$ cat src/rtl/fir_pkg.sv
// Shared constants, config address map and FSM state type for the fir9
// configuration/sequencing controller.
package fir_pkg;

  localparam int unsigned FIR_TAPS    = 9;
  localparam int unsigned FIR_LAT_CYC = 3;
  localparam int unsigned FIR_XW      = 4;
  localparam int unsigned FIR_TW      = 11;

  localparam logic [3:0] ADDR_THRESH = 4'd9;
  localparam logic [3:0] ADDR_COMMIT = 4'd15;

  typedef enum logic [1:0] {
    IDLE,
    FLUSH,
    RUN
  } state_t;

  typedef logic [FIR_TAPS-1:0][FIR_XW-1:0] coef_arr_t;

endpackage

$ cat src/rtl/fir_valid_pipe.sv
// Result-qualification delay line plus saturating fill counter; a result is
// qualified once TAPS accepted samples occupy the filter window.
module fir_valid_pipe
  import fir_pkg::*;
#(
  parameter int unsigned TAPS  = FIR_TAPS,
  parameter int unsigned DEPTH = FIR_LAT_CYC + 1
) (
  input  logic clk,
  input  logic rst_n,
  input  logic clr,
  input  logic accept,
  output logic out_valid
);

  localparam int unsigned FW = $clog2(TAPS + 1);

  logic [FW-1:0]    fill;
  logic [DEPTH-1:0] pipe;
  logic             qual;

  // fill is the pre-increment count, so the TAPS-th accepted sample qualifies
  assign qual = accept && (fill >= FW'(TAPS - 1));

  always_ff @(posedge clk or negedge rst_n) begin
    if (!rst_n) begin
      fill <= '0;
      pipe <= '0;
    end else if (clr) begin
      fill <= '0;
      pipe <= '0;
    end else begin
      pipe <= {pipe[DEPTH-2:0], qual};
      if (accept && (fill != FW'(TAPS))) begin
        fill <= fill + 1'b1;
      end
    end
  end

  assign out_valid = pipe[DEPTH-1];

endmodule

$ cat src/rtl/fir_cfg_ctrl.sv
// Config bank, commit/flush sequencing and output qualification for fir9.
// Optional sticky illegal-write flag enabled by FIR_CFG_CTRL_ERR_EN.
module fir_cfg_ctrl
  import fir_pkg::*;
#(
  parameter int unsigned TAPS    = FIR_TAPS,
  parameter int unsigned FIR_LAT = FIR_LAT_CYC,
  parameter int unsigned XW      = FIR_XW,
  parameter int unsigned TW      = FIR_TW
) (
  input  logic               clk,
  input  logic               rst_n,
  input  logic               cfg_valid,
  output logic               cfg_ready,
  input  logic [3:0]         cfg_addr,
  input  logic [TW-1:0]      cfg_data,
  input  logic               s_valid,
  output logic               s_ready,
  input  logic [XW-1:0]      s_data,
  output logic [XW-1:0]      fir_x,
  output logic [TAPS*XW-1:0] fir_c,
  output logic [TW-1:0]      fir_thresh,
  input  logic               fir_y,
  output logic               y_valid,
  output logic               y,
  output logic               busy,
  output logic               cfg_err
);

  localparam int unsigned FLUSH_LEN = TAPS + FIR_LAT;
  localparam int unsigned FCW       = $clog2(FLUSH_LEN);

  state_t                  state, state_nx;
  logic [FCW-1:0]          flush_cnt;
  logic [TAPS-1:0][XW-1:0] shadow_c;
  logic [TAPS-1:0][XW-1:0] active_c;
  logic [TW-1:0]           shadow_t;
  logic                    cfg_fire;
  logic                    commit;
  logic                    accept;
  logic                    flush_done;

  assign cfg_fire   = cfg_valid && cfg_ready;
  assign commit     = cfg_fire && (cfg_addr == ADDR_COMMIT);
  assign accept     = s_valid && s_ready;
  assign flush_done = (flush_cnt == FCW'(FLUSH_LEN - 1));

  always_ff @(posedge clk or negedge rst_n) begin
    if (!rst_n) begin
      state <= IDLE;
    end else begin
      state <= state_nx;
    end
  end

  always_comb begin
    state_nx = state;
    case (state)
      IDLE:    if (commit) state_nx = FLUSH;
      FLUSH:   if (flush_done) state_nx = RUN;
      RUN:     if (commit) state_nx = FLUSH;
      default: state_nx = IDLE;
    endcase
  end

  always_comb begin
    cfg_ready = 1'b1;
    s_ready   = 1'b0;
    busy      = 1'b0;
    case (state)
      FLUSH: begin
        cfg_ready = 1'b0;
        busy      = 1'b1;
      end
      RUN:     s_ready = 1'b1;
      default: ;
    endcase
  end

  always_ff @(posedge clk or negedge rst_n) begin
    if (!rst_n) begin
      flush_cnt <= '0;
    end else if ((state == FLUSH) && !flush_done) begin
      flush_cnt <= flush_cnt + 1'b1;
    end else begin
      flush_cnt <= '0;
    end
  end

  // Shadow writes and commit are mutually exclusive by address, so the commit
  // always copies the shadow contents as they stood before this edge.
  always_ff @(posedge clk or negedge rst_n) begin
    if (!rst_n) begin
      shadow_c   <= '0;
      shadow_t   <= '0;
      active_c   <= '0;
      fir_thresh <= '0;
    end else if (cfg_fire) begin
      for (int unsigned i = 0; i < TAPS; i++) begin
        if (cfg_addr == 4'(i)) shadow_c[i] <= cfg_data[XW-1:0];
      end
      if (cfg_addr == ADDR_THRESH) shadow_t <= cfg_data;
      if (commit) begin
        active_c   <= shadow_c;
        fir_thresh <= shadow_t;
      end
    end
  end

  assign fir_c = active_c;

  // The filter shifts every clock: bubbles and non-RUN cycles feed zeros.
  always_ff @(posedge clk or negedge rst_n) begin
    if (!rst_n) begin
      fir_x <= '0;
    end else if (accept) begin
      fir_x <= s_data;
    end else begin
      fir_x <= '0;
    end
  end

  fir_valid_pipe #(
    .TAPS  (TAPS),
    .DEPTH (FIR_LAT + 1)
  ) u_valid_pipe (
    .clk       (clk),
    .rst_n     (rst_n),
    .clr       (commit),
    .accept    (accept),
    .out_valid (y_valid)
  );

  assign y = fir_y && y_valid;

`ifdef FIR_CFG_CTRL_ERR_EN
  logic bad_addr;
  logic oversize;

  assign bad_addr = cfg_fire && (cfg_addr > ADDR_THRESH) && (cfg_addr != ADDR_COMMIT);
  assign oversize = cfg_fire && (cfg_addr < 4'(TAPS)) && (cfg_data[TW-1:XW] != '0);

  always_ff @(posedge clk or negedge rst_n) begin
    if (!rst_n) begin
      cfg_err <= 1'b0;
    end else if (bad_addr || oversize) begin
      cfg_err <= 1'b1;
    end
  end
`else
  assign cfg_err = 1'b0;
`endif

endmodule

$ cat config.mk
export PLATFORM = sky130hd
export DESIGN_NAME = fir_cfg_ctrl
export DESIGN_NICKNAME = d
export VERILOG_FILES = /design/src/rtl/fir_pkg.sv /design/src/rtl/fir_valid_pipe.sv /design/src/rtl/fir_cfg_ctrl.sv
export SDC_FILE = /design/constraint.sdc
export NUM_CORES = 1
export LEC_CHECK = 0
export ABC_AREA = 1
export BUFFER_PORTS_ARGS = -buffer_cell sky130_fd_sc_hd__buf_2
export CAP_MARGIN = 20
export CORE_ASPECT_RATIO = 1.25
export CORE_UTILIZATION = 30
export CTS_CLUSTER_SIZE = 14
export DETAILED_ROUTE_END_ITERATION = 8
export PLACE_DENSITY_LB_ADDON = 0.25
export SLEW_MARGIN = 20
export SYNTH_ARGS = -nofsm -noshare
export SYNTH_HDL_FRONTEND = slang
export SYNTH_HIERARCHICAL = 1
export SYNTH_SLANG_ARGS = --single-unit
$ cat constraint.sdc
create_clock -name clk -period 2.3 [get_ports clk]
set_input_delay 0.46 -clock clk [delete_from_list [all_inputs] [get_ports clk]]
set_output_delay 0.46 -clock clk [all_outputs]
set_load 0.02 [all_outputs]
======== Yosys cells after proc, flatten, opt, wreduce, memory -nomap -nowiden ========
Index checks and enable logic that the tools add are counted.
storage, ports and cells
  output and inout port bits .............. 57
  bits in registers ....................... 112
  input port bits ......................... 24
  logic and storage cells ................. 79
cells by class
  reduce and logical (&&, ||, !) cells .... 24
  $add $sub $neg .......................... 2
  equality and inequality tests ........... 16
  muxes and demuxes ....................... 11
  $lt $le $gt $ge ......................... 1
operators by type and width
  operator               count
  $reduce_and A2 Y1      12
  $mux W4                5
  $eq A4 B3 Y1 const B   4
  $eq A4 B4 Y1 const B   4
  $add A4 B1 Y4 const B  2
  $eq A4 B2 Y1 const B   2
  $logic_and A1 B1 Y1    7
  $eq A4 B1 Y1 const B   1
  $ge A4 B4 Y1 const B   1
  $logic_not A4 Y1       1
  $mux W2                2
  $ne A4 B4 Y1 const B   1
  $pmux W2 S2            1
  $mux W1                3
  $eq A2 B1 Y1 const B   1
  $eq A2 B2 Y1 const B   1
  $logic_not A2 Y1       1
  $ne A2 B1 Y1 const B   1
  $ne A2 B2 Y1 const B   1
  $reduce_bool A2 Y1     1
  $reduce_or A2 Y1       1
  $logic_not A1 Y1       1

======== Logic depth before layout (Yosys ltp) ========
  word-level depth ........................ 6
  gate-level depth with buffers ........... 11
  depth with buffers taken out ............ 9

======== Hierarchy ========
The synthesis kept the hierarchy.
modules (own cells, without submodules)
  module          cells each  area each (um^2)  times used
  fir_cfg_ctrl    490         4232.8            1
  fir_valid_pipe  47          391.6             1

======== Worst setup path after synthesis ========
No wires, ideal clock.
  kind .................................... input port to flip-flop
  start point ............................. input cfg_addr[0]
  end point ............................... register u_valid_pipe.fill[0]
  data arrival time ....................... 1.538 ns
  cell stages on the path ................. 11
  library setup time ...................... 0.117 ns
  slack ................................... 0.645 ns
  path through ............................ nand2_1 nor2_2 nand2_1 buf_2 buf_2 inv_1 inv_1 nand2_2 inv_1 nand2_1 nand2_1
on the way
  word-level cells in the longest chain between the ends .. 3
  elaborated cells between the ends (all ways) .. 4
  classes of those cells .................. 1 x eq/ne; 1 x mux; 2 x reduce/logical
ends and longest elaborated chain
  item                                           RTL line              source
  start: declaration                             fir_cfg_ctrl.sv:15    input logic [3:0] cfg_addr,
  $eq A4 B4 Y1 (*)                               fir_cfg_ctrl.sv:44    assign commit = cfg_fire && (cfg_addr == ADDR_COMMIT);
  $logic_and A1 B1 Y1 (*)                        fir_cfg_ctrl.sv:44
  named net commit                               fir_cfg_ctrl.sv:39    logic commit;
  $mux W4 or $reduce_bool A2 Y1 (tied branches)  n/a
  end signal: assignment                         fir_valid_pipe.sv:35  fill <= fill + 1'b1;
  end: declaration                               fir_valid_pipe.sv:18  logic [FW-1:0] fill;
Mark *: on every way through the listed nets, which the timed path passes. The rest lies on a longest branch.
A chain may end at the register's enable or synchronous reset.

======== Worst setup path after layout ========
  start point ............................. register state[0]
  end point ............................... output busy
on the way
  word-level cells in the longest chain between the ends .. 2
ends and longest elaborated chain
  item                      RTL line            source
  start: declaration        fir_cfg_ctrl.sv:33  state_t state, state_nx;
  start signal: assignment  fir_cfg_ctrl.sv:52  state <= state_nx;
  $eq A2 B1 Y1              fir_cfg_ctrl.sv:70  case (state)
  $mux W1                   fir_cfg_ctrl.sv:70
  end: declaration          fir_cfg_ctrl.sv:26  output logic busy,
Every way passes these cells.

==> results_dict.tcl <==
set metrics [dict create \
    finalHoldViolCount 0 \
    slew_headroom_pct 65.1 \
    unrepaired_setup_endpoints_after_global_routing "no" \
    min_period_over_period_pct 77.2 \
    fin_setup_tns_ps 0 \
    path_clk_slew_ps 70 \
    floorplan.core_area_sq_um 15000 \
    fin_worst_skew_ps 10.0 \
    synth_sequential_area_ratio_pct 60.6 \
    drive_above_1_share_pct 18.0 \
    cts_max_level 3 \
    place_congestion 0.745 \
    post_synthesis_mean_instance_area_sq_um 8.61 \
    finalWirelength_mm 10.8 \
    crit-reg2reg-capture "shadow_t[1]" \
    synth.cell_area_sq_um 4620 \
    worst-slew-pin-transition_ps 523 \
    worst_setup_path_start_kind "flop" \
    worst_hold_path_type "in2async" \
    result_of_the_run "finished clean" \
    placed_area_sq_um 5200 \
    path_class "reg2out" \
    synthCells 537 \
    cts_buffers 9 \
    io_buffers 79 \
    drt_first_iter_violations 218 \
    yosys_warnings 6 \
    dp.final_hpwl_mm 7.33 \
    floorplan.die_area_sq_um 15900 \
    cts_hold_repair_buffers 0 \
    pin_count 81 \
    detail_route.wl_per_cell_um 13.6 \
    die_width_um 113 \
    static_leak_nw 3.12 \
    r2r_slack_ps 600 \
    detail_route.vias_per_cell 4.58 \
    drt_pre_antenna_iters 6 \
    cts-root-buf "sky130_fd_sc_hd__clkbuf_16" \
    ctsResizeCount 0 \
    grt_pass1_wl_mm 18.0 \
    floorplan.initialDensity_pct 30.8 \
    final-max-slew-violation-count 0 \
    design_power_total_mw 5.67 \
    ant_nets 0 \
    layout.nets 634 \
    depth_of_the_most_critical_reg_to_reg_path 5 \
    critical_path_required_ps 1840 \
    synthesis.nets 565 \
    cp_data_arrival_time_ps 1320 \
    clock_tree.buffer_depth 2 \
    die_height_um 141 \
    power.density_cell_area_nw_per_um2 1030 \
    num_vias 3631 \
    worst_case_vdd_ir_drop_mv 0.364 \
    max_freq_mhz 563 \
    cts_tree "built" \
    numClockSinks 112 \
    drt_drc_violations_left 0 \
    antenna_found_initial 0 \
    first_global_vias 3581 \
    cts_post_setup_buffers_inserted 0 \
    layout_commonest_cell "sky130_fd_sc_hd__nand2_1" \
    num_rows 50 \
    worst_r2r_startpoint "state[0]" \
    pin_count_of_the_biggest_net_entering_global_routing 106 \
    insertion_delay_ps 350 \
    final_critical_delay_including_setup_and_external_delays_ps 1780 \
    globalRoute.totalOverflow 0 \
    timing.critical_path.fanout_max 4 \
    mostFrequentLayoutCells "225 x sky130_fd_sc_hd__nand2_1, 112 x sky130_fd_sc_hd__dfrtp_1, 103 x sky130_fd_sc_hd__nand3_1" \
    endpoint_type_of_the_worst_setup_path "output port" \
    number_of_distinct_library_cell_variants_in_the_gate_level_netlist_after_synthesis 19 \
    area_growth_syn_to_layout_pct 19.1 \
    antenna_cells 0 \
    cap_violations 0 \
    setup_viol_count_final 0 \
    post-route-cell-area_sq_um 5510 \
    synth-seq-cells 112 \
    grt_usage_pct 14.5 \
]
[worst max path at each step]
stage | from | to | slack [ps]
after floorplan | cfg_addr[0] | u_valid_pipe/fill[0] | 640
after global placement | cfg_valid | shadow_t[8] | 520
after detailed placement | cfg_addr[0] | u_valid_pipe/fill[1] | 450
after CTS | state[0] | cfg_ready | 510
after global routing | state[0] | cfg_ready | 420
final | state[0] | busy | 520
[power by group]
part           switching [mW]  internal, mW  leakage, nW
Clock                   0.706         0.903        0.156
Sequential              0.288          2.46         1.46
Combinational           0.883         0.437         1.50
[cells by family after synthesis]
logic type                 synth area share, %
and+or+nand+nor                           32.3
buffers and inverters                     5.19
xor gates and xnor gates                 0.189
adders and majority gates                 1.08
AOI/OAI and AO/OA                        0.568
DFF                                       60.6
other                                   0.0811
[per-layer routing]
metal	vias up	track usage (%)	routed length (um)
met5	-	0	0
met1	1718	19.3	5030
met2	73	22.8	5140
met3	14	2.92	419
met4	0	6.30	202
li1	1826	-	-
[state kept, by name, indices dropped and copies added (netlist names)]
register,flops
fir_c,36
fir_thresh,11
fir_x,4
flush_cnt,4
shadow_c,36
shadow_t,11
state,2
u_valid_pipe/fill,4
u_valid_pipe/pipe,4
[cells in the mapped netlist]
cell type | count | area (sq um)
sky130_fd_sc_hd__inv_1 | 26 | 97.6
sky130_fd_sc_hd__buf_2 | 15 | 75.1
sky130_fd_sc_hd__nor2_1 | 26 | 97.6
sky130_fd_sc_hd__buf_4 | 3 | 22.5
sky130_fd_sc_hd__inv_2 | 2 | 7.51
sky130_fd_sc_hd__nand2_2 | 1 | 6.26
sky130_fd_sc_hd__nand3_1 | 103 | 515
sky130_fd_sc_hd__ha_1 | 4 | 50.1
sky130_fd_sc_hd__dfrtp_1 | 112 | 2800
sky130_fd_sc_hd__xnor2_1 | 1 | 8.76
sky130_fd_sc_hd__nand4_1 | 1 | 6.26
sky130_fd_sc_hd__a21oi_4 | 1 | 16.3
sky130_fd_sc_hd__a21oi_1 | 1 | 5.00
sky130_fd_sc_hd__or2_2 | 1 | 6.26
sky130_fd_sc_hd__nand2_1 | 226 | 848
sky130_fd_sc_hd__nor2_2 | 2 | 12.5
sky130_fd_sc_hd__clkbuf_1 | 10 | 37.5
sky130_fd_sc_hd__o21ai_0 | 1 | 5.00
sky130_fd_sc_hd__conb_1 | 1 | 3.75
[critical path: stages (launching register included)]
cell	delay, ps
sky130_fd_sc_hd__dfrtp_1	430
sky130_fd_sc_hd__inv_1	80
sky130_fd_sc_hd__nor2_1	240
sky130_fd_sc_hd__buf_2	220
[stage by stage]
| stage | hold slack [ps] | setup slack (ps) | cells | util (%) |
|---|---|---|---|---|
| 6_report | 88.5 | 524 | 793 | 36.7 |
| 3_5_place_dp | 449 | 448 | 777 | 34.6 |
| 4_1_cts | 101 | 512 | 793 | 36.7 |
| 2_1_floorplan | 164 | 645 | 537 | - |
| 5_1_grt | 121 | 421 | 793 | 36.7 |
| 3_3_place_gp | 451 | 516 | 777 | 34.6 |
[layout make-up]
type	count	area, sq um
Clock inverter	5	53.8
Fill cell	1565	9510
Tap cell	182	228
Clock buffer	11	253
Inverter	28	105
Timing Repair Buffer	86	475
Sequential cell	112	2800
Multi-Input combinational cell	369	1590
(Power assumes the default switching activity.)
